**config.mk**
```make
export PLATFORM = sky130hd
export DESIGN_NAME = multi_operand_adder_pipe
export DESIGN_NICKNAME = d
export VERILOG_FILES = /design/src/rtl/multi_operand_adder_pipe.sv
export SDC_FILE = /design/constraint.sdc
export NUM_CORES = 1
export LEC_CHECK = 0
export BUFFER_PORTS_ARGS = -buffer_cell sky130_fd_sc_hd__buf_2
export CAP_MARGIN = 25
export CELL_PAD_IN_SITES_DETAIL_PLACEMENT = 2
export CELL_PAD_IN_SITES_GLOBAL_PLACEMENT = 2
export CORE_MARGIN = 5
export CORE_UTILIZATION = 37
export DETAILED_ROUTE_END_ITERATION = 12
export GPL_TIMING_DRIVEN = 0
export PLACE_DENSITY_LB_ADDON = 0.1
export SYNTH_ARGS = -nofsm -noshare
export SYNTH_HDL_FRONTEND = slang
export SYNTH_SLANG_ARGS = --single-unit
```
**constraint.sdc**
```tcl
create_clock -name clk -period 4 [get_ports clk]
set_clock_uncertainty 0.15 [all_clocks]
set_input_delay 0.8 -clock clk [delete_from_list [all_inputs] [get_ports clk]]
set_output_delay 0.8 -clock clk [all_outputs]
set_load 0.05 [all_outputs]
```
**src/rtl/multi_operand_adder_pipe.sv**
```systemverilog
// Two-stage N-operand unsigned adder: CSA reduction, then carry-propagate add.
// Define MOA_ACCUM_EN to accumulate beats into one total per in_last group.
module multi_operand_adder_pipe #(
   parameter int WIDTH     = 19,
   parameter int N_OPS     = 3,
   parameter int ACC_GUARD = 8,
`ifdef MOA_ACCUM_EN
   localparam bit ACC_EN   = 1'b1,
`else
   localparam bit ACC_EN   = 1'b0,
`endif
   localparam int OUT_W    = WIDTH + $clog2(N_OPS),
   localparam int SUM_W    = OUT_W + (ACC_EN ? ACC_GUARD : 0)
) (
   input  logic                   clk,
   input  logic                   rst_n,
   input  logic                   in_valid,
   output logic                   in_ready,
   input  logic [N_OPS*WIDTH-1:0] in_ops,
   input  logic                   in_last,
   output logic                   out_valid,
   input  logic                   out_ready,
   output logic [SUM_W-1:0]       out_sum
);

   logic [OUT_W-1:0] cs_s;
   logic [OUT_W-1:0] cs_c;
   logic [OUT_W-1:0] op;

   logic             s1_valid;
   logic [OUT_W-1:0] s1_sum;
   logic [OUT_W-1:0] s1_carry;
   logic [OUT_W-1:0] beat;
   logic             out_load;

   // Carry truncation at OUT_W is harmless: the true total always fits.
   always_comb begin
      cs_s = OUT_W'(in_ops[0 +: WIDTH]);
      cs_c = OUT_W'(in_ops[WIDTH +: WIDTH]);
      op   = '0;
      for (int k = 2; k < N_OPS; k++) begin
         op   = OUT_W'(in_ops[k*WIDTH +: WIDTH]);
         {cs_s, cs_c} = {cs_s ^ cs_c ^ op,
                         ((cs_s & cs_c) | (cs_s & op) | (cs_c & op)) << 1};
      end
   end

   assign out_load = s1_valid && (!out_valid || out_ready);
   assign in_ready = !s1_valid || out_load;
   assign beat     = s1_sum + s1_carry;

`ifdef MOA_ACCUM_EN
   logic             s1_last;
   logic [SUM_W-1:0] acc;
   logic [SUM_W-1:0] total;

   assign total = acc + SUM_W'(beat);

   always_ff @(posedge clk or negedge rst_n) begin
      if (!rst_n) begin
         s1_valid <= 1'b0;
         s1_last  <= 1'b0;
         s1_sum   <= '0;
         s1_carry <= '0;
      end else if (in_ready) begin
         s1_valid <= in_valid;
         if (in_valid) begin
            s1_last  <= in_last;
            s1_sum   <= cs_s;
            s1_carry <= cs_c;
         end
      end
   end

   // Non-last beats fold into acc; the last one publishes and clears it.
   always_ff @(posedge clk or negedge rst_n) begin
      if (!rst_n) begin
         out_valid <= 1'b0;
         out_sum   <= '0;
         acc       <= '0;
      end else if (out_load) begin
         out_valid <= s1_last;
         if (s1_last) begin
            out_sum <= total;
            acc     <= '0;
         end else begin
            acc     <= total;
         end
      end else if (out_ready) begin
         out_valid <= 1'b0;
      end
   end
`else
   logic unused_last;

   assign unused_last = in_last;

   always_ff @(posedge clk or negedge rst_n) begin
      if (!rst_n) begin
         s1_valid <= 1'b0;
         s1_sum   <= '0;
         s1_carry <= '0;
      end else if (in_ready) begin
         s1_valid <= in_valid;
         if (in_valid) begin
            s1_sum   <= cs_s;
            s1_carry <= cs_c;
         end
      end
   end

   always_ff @(posedge clk or negedge rst_n) begin
      if (!rst_n) begin
         out_valid <= 1'b0;
         out_sum   <= '0;
      end else if (out_load) begin
         out_valid <= 1'b1;
         out_sum   <= beat;
      end else if (out_ready) begin
         out_valid <= 1'b0;
      end
   end
`endif

endmodule
```
==> flow_summary_export.csv, run 1 <==
group,metric,value,unit
yosys,async_flop_share,1.00,
cts,cts_made_buffers,9,
yosys,synth_top_cells_by_count,"dfrtp_1, nand2_1, mux2_2, fa_1",
yosys,synthesis.nets,410,
yosys,synth_compound_area_frac,0.135,
flow_run,cap_viol_max_count,0,
detailed_routing,vias,2788,
setup_path,cp.arrival,2600,ps
detailed_routing,wl_per_cell,18.6,um
setup_path,worstPathCellList,"ha_1, fa_1, a21oi_1, nor3b_2, o21ai_0, nand2b_1, a211o_1, a31o_1",
setup_path,cp_num_buf_inv,0,
yosys,synthesis.area,3550,sq um
run_status,status,"complete, no violations",
die,die_h,108,um
yosys,avgSynthCellArea,11.5,sq um
placement,hpwl,8000,um
cts,cts_hold_buf,0,
global_route,grt_max_degree,40,
die,dieArea,11700,sq um
placement,placed_area,4150,sq um
setup_path,end_kind,"flip-flop",
placement,numPortBuffers,83,
setup_path,crit_family,"compound AO/OA/AOI/OAI gates",
cells_and_area,final_core_util,0.464,
cells_and_area,area_growth,21.3,%
timing,grt_setup_unrepaired,"no",
setup_path,critPathMaxFanout,3,
yosys,synth-simple-area-share,0.0919,
global_route,grt_busiest_layer,"met2",
yosys,ys_ff_latch,61,
setup_path,rrSetupSlack,1470,ps
detailed_routing,ant_nets,0,
yosys,synth_top_area_cell,"dfrtp_1",
timing,relSlewSlack,0.493,
yosys,synth_cells,310,
cts,cts_buffer_depth,2,
power_and_ir_drop,powerDensity,648,nW/um^2
power_and_ir_drop,power_leakage,1.98,nW
global_route,overflow,0,
cts,cts_setup_buffers,0,
yosys,yosysWarnings,0,
detailed_routing,drt_iter0_markers,46,
yosys,synth_most_common_cell,"dfrtp_1",
timing,timing.hold.ws,296,ps
detailed_routing,via_per_inst,5.18,
cells_and_area,final_cell_area,4310,sq um
yosys,synth_fa_ha_area_frac,0.176,
cts,cts_root_buffer,"clkbuf_8",
die,std_cell_rows,35,
detailed_routing,drt_wl_total,10000,um
global_route,use_met2,0.343,
cells_and_area,n_antenna_cell,0,
cells_and_area,layout-drive-gt1-share,0.347,
yosys,synth_cell_types,46,
timing,finalCritPeriodShare,0.632,
cts,clock-sinks,61,
setup_path,start_kind,"flip-flop",
yosys,synth_edf_count,0,
cells_and_area,final_nets,505,
die,core,9280,sq um
timing,finalCriticalPeriod,2530,ps
cts,cts_tree,"done",
global_route,grt_pass1_wl,16800,um
yosys,synth_top_area_frac,0.430,
timing,max_freq,0.395,GHz
power_and_ir_drop,finalPower,2.79,mW
setup_path,crit_type,"reg -> reg",
setup_path,critical_path.max_stage_delay,420,ps
die,die-width,108,um
worst_hold_path,hold_class,"in -> async",
cts,h-tree-depth,3,
timing,worst_slew_pin_slew,761,ps
timing,fin_tns_setup,0,ps
global_route,gr-usage-met3,0.0257,
setup_path,critical-path-slowest-cell,"fa_1",
setup_path,cp.required,4070,ps
global_route,antenna_found_initial,0,
yosys,synth_top_family_by_area,"adder cells",
yosys,synth_xor_xnor_area_share,0.0247,
power_and_ir_drop,peakVddDrop,171,uV
cts,worstSkewPairLatency,340,ps
global_route,grt_use_total,0.186,
detailed_routing,drc,0,
yosys,synth.area.mux_share,0.120,
detailed_routing,firstDrtPassIters,4,
yosys,ys.flop_type,"dfrtp_1",
timing,hold_viol,0,
cts,cts_resized,0,
yosys,seq_area_frac_synth,0.430,
placement,gp_congestion,0.792,
yosys,synth_area_leaders,"dfrtp_1, mux2_2, fa_1",
die,initial_core_util,0.383,
die,io_pins,85,
cts,cts.clk_slew.worst_paths,70,ps
global_route,use_met1,0.224,
global_route,grt_pass1_vias,3294,
timing,finalMaxSlewViolations,0,
timing,setup_viol,0,
==> layout by cell type (no fill, tap or decap), types with 4 or more instances in the layout <==
cell type  instances
clkbuf_1          14
clkbuf_8          10
buf_2             85
xnor2_1            8
o21ai_1            4
a21oi_1           16
nor2_1             7
ha_1              18
dfrtp_1           61
o21bai_1           4
mux2_2            38
nand2b_1           5
nand2_1           44
fa_1              20
a21o_1             5
inv_1              7
o21ai_0           18
nand3_1            4
==> logic make-up (layout without fill, tap and decap cells) <==
logic type	Yosys count	after routing
AOI/OAI and AO/OA	72	72
xor gates and xnor gates	10	10
adders and majority gates	38	38
buffers and inverters	20	119
DFF	61	61
muxes	38	38
and+or+nand+nor	71	71
==> worst paths after layout <==
| kind | start | endpoint | cells after the start |
|---|---|---|---|
| setup reg to reg | s1_sum[1] | out_sum[9] | 8 |
| max in group asynchronous | rst_n | s1_carry[10] | 2 |
| min in group clk | out_sum[12] | out_sum[12] | 2 |
| setup / recovery | s1_sum[1] | out_sum[9] | 8 |
| hold reg to reg | out_sum[12] | out_sum[12] | 2 |
| hold / removal | rst_n | out_sum[0] | 1 |
==> where the power goes <==
group	switching (mW)	internal, mW	leakage (nW)
registers	0.112	0.798	0.723
clock network	0.238	0.237	0.0833
logic	0.928	0.478	1.17
==> sequential cells by signal, summed over array words and instances, names as in the netlist <==
signal and cells:
s1_sum 19, out_valid 1, s1_carry 19, out_sum 21
s1_valid 1
==> per-stage QoR <==
step,setup WS [ps],std cells
floorplan,1260,310
global placement,1250,522
detailed placement,1140,523
CTS,1450,538
global route,1290,538
finish,1470,538
==> cell type report <==
type,count,area (sq um)
Timing Repair Buffer,84,435
Clock buffer,13,149
Clock inverter,2,10.0
Multi-Input combinational cell,229,1950
Tap cell,129,161
Fill cell,1032,4980
Buffer,13,51.3
Sequential cell,61,1530
Inverter,7,26.3
==> routing by layer <==
metal,part of all wire,vias to the layer above
met1,0.43,1418
met4,0.012,0
met3,0.037,11
li1,-,1292
met2,0.52,67
met5,0,-
(Power assumes the default switching activity.)
==> inputs of run 2 (changes only) <==
Settings changed: CORE_UTILIZATION 37 to 31.
Clock period 4 ns to 2.3 ns, I/O delays scaled along.
==> flow_summary_export.csv, run 2 (same netlist as run 1, synthesis figures left out) <==
group,metric,value,unit
run_status,status,"finished with violations",
run_status,violations,"negative setup slack",
cts,cts_made_buffers,9,
setup_path,timing.rr.end,"out_sum[9]",
setup_path,r2r-start,"s1_sum[6]",
power_and_ir_drop,internal_power,3.39,mW
cts,cts_tree,"done",
power_and_ir_drop,swShare,0.414,
placement,numPortBuffers,83,
power_and_ir_drop,seqPwrFrac,0.276,
setup_path,cp.arrival,2410,ps
flow_run,cap_viol_max_count,0,
cells_and_area,fill_cells,1199,
cells_and_area,final_core_util,0.412,
cells_and_area,top_regs,"out_sum: 21 flops, s1_carry: 19 flops, s1_sum: 19 flops",
timing,timing.hold.ws,75.4,ps
cts,h-tree-depth,3,
timing,worst_slack,-46.8,ps
setup_path,crit_family,"compound AO/OA/AOI/OAI gates",
cells_and_area,largest_reg_flops,21,
global_route,overflow,0,
cells_and_area,final_cell_mix,"buf_2, dfrtp_1, nand2_1",
timing,finalMaxSlewViolations,0,
cells_and_area,final_nets,508,
cts,cts_root_buffer,"clkbuf_16",
setup_path,start_kind,"flip-flop",
cts,worstSkewPairLatency,330,ps
timing,finalCriticalPeriod,2350,ps
die,initial_core_util,0.314,
setup_path,end_kind,"flip-flop",
setup_path,worstPathCellList,"ha_4, and2_4, a221o_1, o21ai_1, nand2b_1, a211o_1, a31o_1",
die,std_cell_rows,39,
detailed_routing,drc,0,
power_and_ir_drop,pwr-share-comb,0.468,
placement,placed_area,4150,sq um
global_route,grt_max_degree,62,
placement,hpwl,7400,um
die,io_pins,85,
setup_path,critPathMaxFanout,5,
die,dieArea,13700,sq um
timing,setup_viol,4,
setup_path,cp.required,2370,ps
detailed_routing,via_per_inst,4.96,
die,core,11300,sq um
global_route,grt_pass1_wl,16000,um
setup_path,critical_path.max_stage_delay,410,ps
power_and_ir_drop,power_frac_clock,0.256,
cells_and_area,layout-drive-gt1-share,0.426,
cells_and_area,regMostFlops,"out_sum",
cells_and_area,area_growth,31.5,%
timing,relSlewSlack,0.474,
power_and_ir_drop,power_leakage,2.10,nW
setup_path,cp_num_buf_inv,0,
timing,hold_viol,0,
cells_and_area,n_antenna_cell,0,
detailed_routing,ant_nets,0,
detailed_routing,wl_per_cell,17.7,um
cells_and_area,layout_commonest_cell,"buf_2",
detailed_routing,vias,2756,
cts,cts_hold_buf,0,
timing,finalCritPeriodShare,1.02,
detailed_routing,drt_iter0_markers,55,
timing,fin_tns_setup,-110,ps
global_route,antenna_found_initial,0,
timing,grt_setup_unrepaired,"yes",
cts,cts_buffer_depth,2,
global_route,grt_use_total,0.153,
die,die-width,117,um
worst_hold_path,hold_class,"in -> async",
cells_and_area,final_cell_area,4670,sq um
cts,cts.clk_slew.worst_paths,50,ps
detailed_routing,drt_wl_total,9810,um
setup_path,worst-r2r-cell-count,7,
timing,worst_slew_pin_slew,789,ps
placement,dp.cells,536,
detailed_routing,firstDrtPassIters,4,
power_and_ir_drop,netSwitchingPower,2.40,mW
setup_path,rrSetupSlack,-50,ps
setup_path,critical-path-slowest-cell,"dfrtp_1",
placement,gp_congestion,0.768,
setup_path,crit_start,"s1_sum[6]",
setup_path,crit_type,"reg -> reg",
die,die_h,117,um
timing,max_freq,0.426,GHz
global_route,grt_pass1_vias,3115,
power_and_ir_drop,peakVddDrop,490,uV
cts,clock-sinks,61,
power_and_ir_drop,powerDensity,1240,nW/um^2
cells_and_area,fin_cells,556,
run 2: cell count changes in the layout (fill, tap and decap cells not counted), sizes merged:
cell / previous run / this run
buf: 86 / 92
clkbuf: 24 / 20
bufinv: 0 / 2
run 2: what timing repair did:
action / in CTS / in global routing
endpoints found under the setup margin: 11 / 12
pin swaps: 15 / 10
gates resized for setup: 19 / 12
buffers inserted: 4 / 3
run 2: metal layers:
metal	global-route usage	wire length [um]	up-vias
met5	0	0	-
met4	0.0573	150	0
met3	0.0237	404	10
met2	0.254	4650	65
met1	0.203	4610	1380
li1	-	-	1301
run 2: worst max path at each step:
| stage | endpoint | slack (ps) | cells after the start |
|---|---|---|---|
| floorplan | s1_carry[17] | 8 | 5 |
| global placement | out_sum[9] | -220 | 8 |
| detailed placement | out_sum[9] | -270 | 8 |
| CTS | out_sum[9] | -40 | 7 |
| global route | out_sum[15] | -150 | 8 |
| finish | out_sum[9] | -50 | 7 |
run 2: cell type report:
type / instances / area [sq um] / share of cell area
multi-input combinational: 229 / 2100 / 0.449
sequential: 61 / 1530 / 0.327
timing repair buffer: 90 / 470 / 0.101
clock buffer: 12 / 256 / 0.0549
tap: 143 / 179 / 0.0383
clock inverter: 4 / 70.1 / 0.0150
buffer: 10 / 41.3 / 0.00884
inverter: 7 / 26.3 / 0.00563
run 2: per-stage QoR:
stage / power (mW) / setup WS (ps)
after detailed placement: 4.07 / -273
final: 5.78 / -46.8
after floorplan: 3.35 / 7.61
after global routing: 6.17 / -148
after CTS: 5.76 / -35.4
after global placement: 4.00 / -218
run 2: power by group through the flow:
stage	clock network (mW)	logic, mW	registers, mW
after global routing	1.56	2.97	1.64
after detailed placement	0	2.46	1.61
after CTS	1.51	2.65	1.60
after floorplan	0	1.19	2.15
final	1.48	2.70	1.60
after global placement	0	2.40	1.60
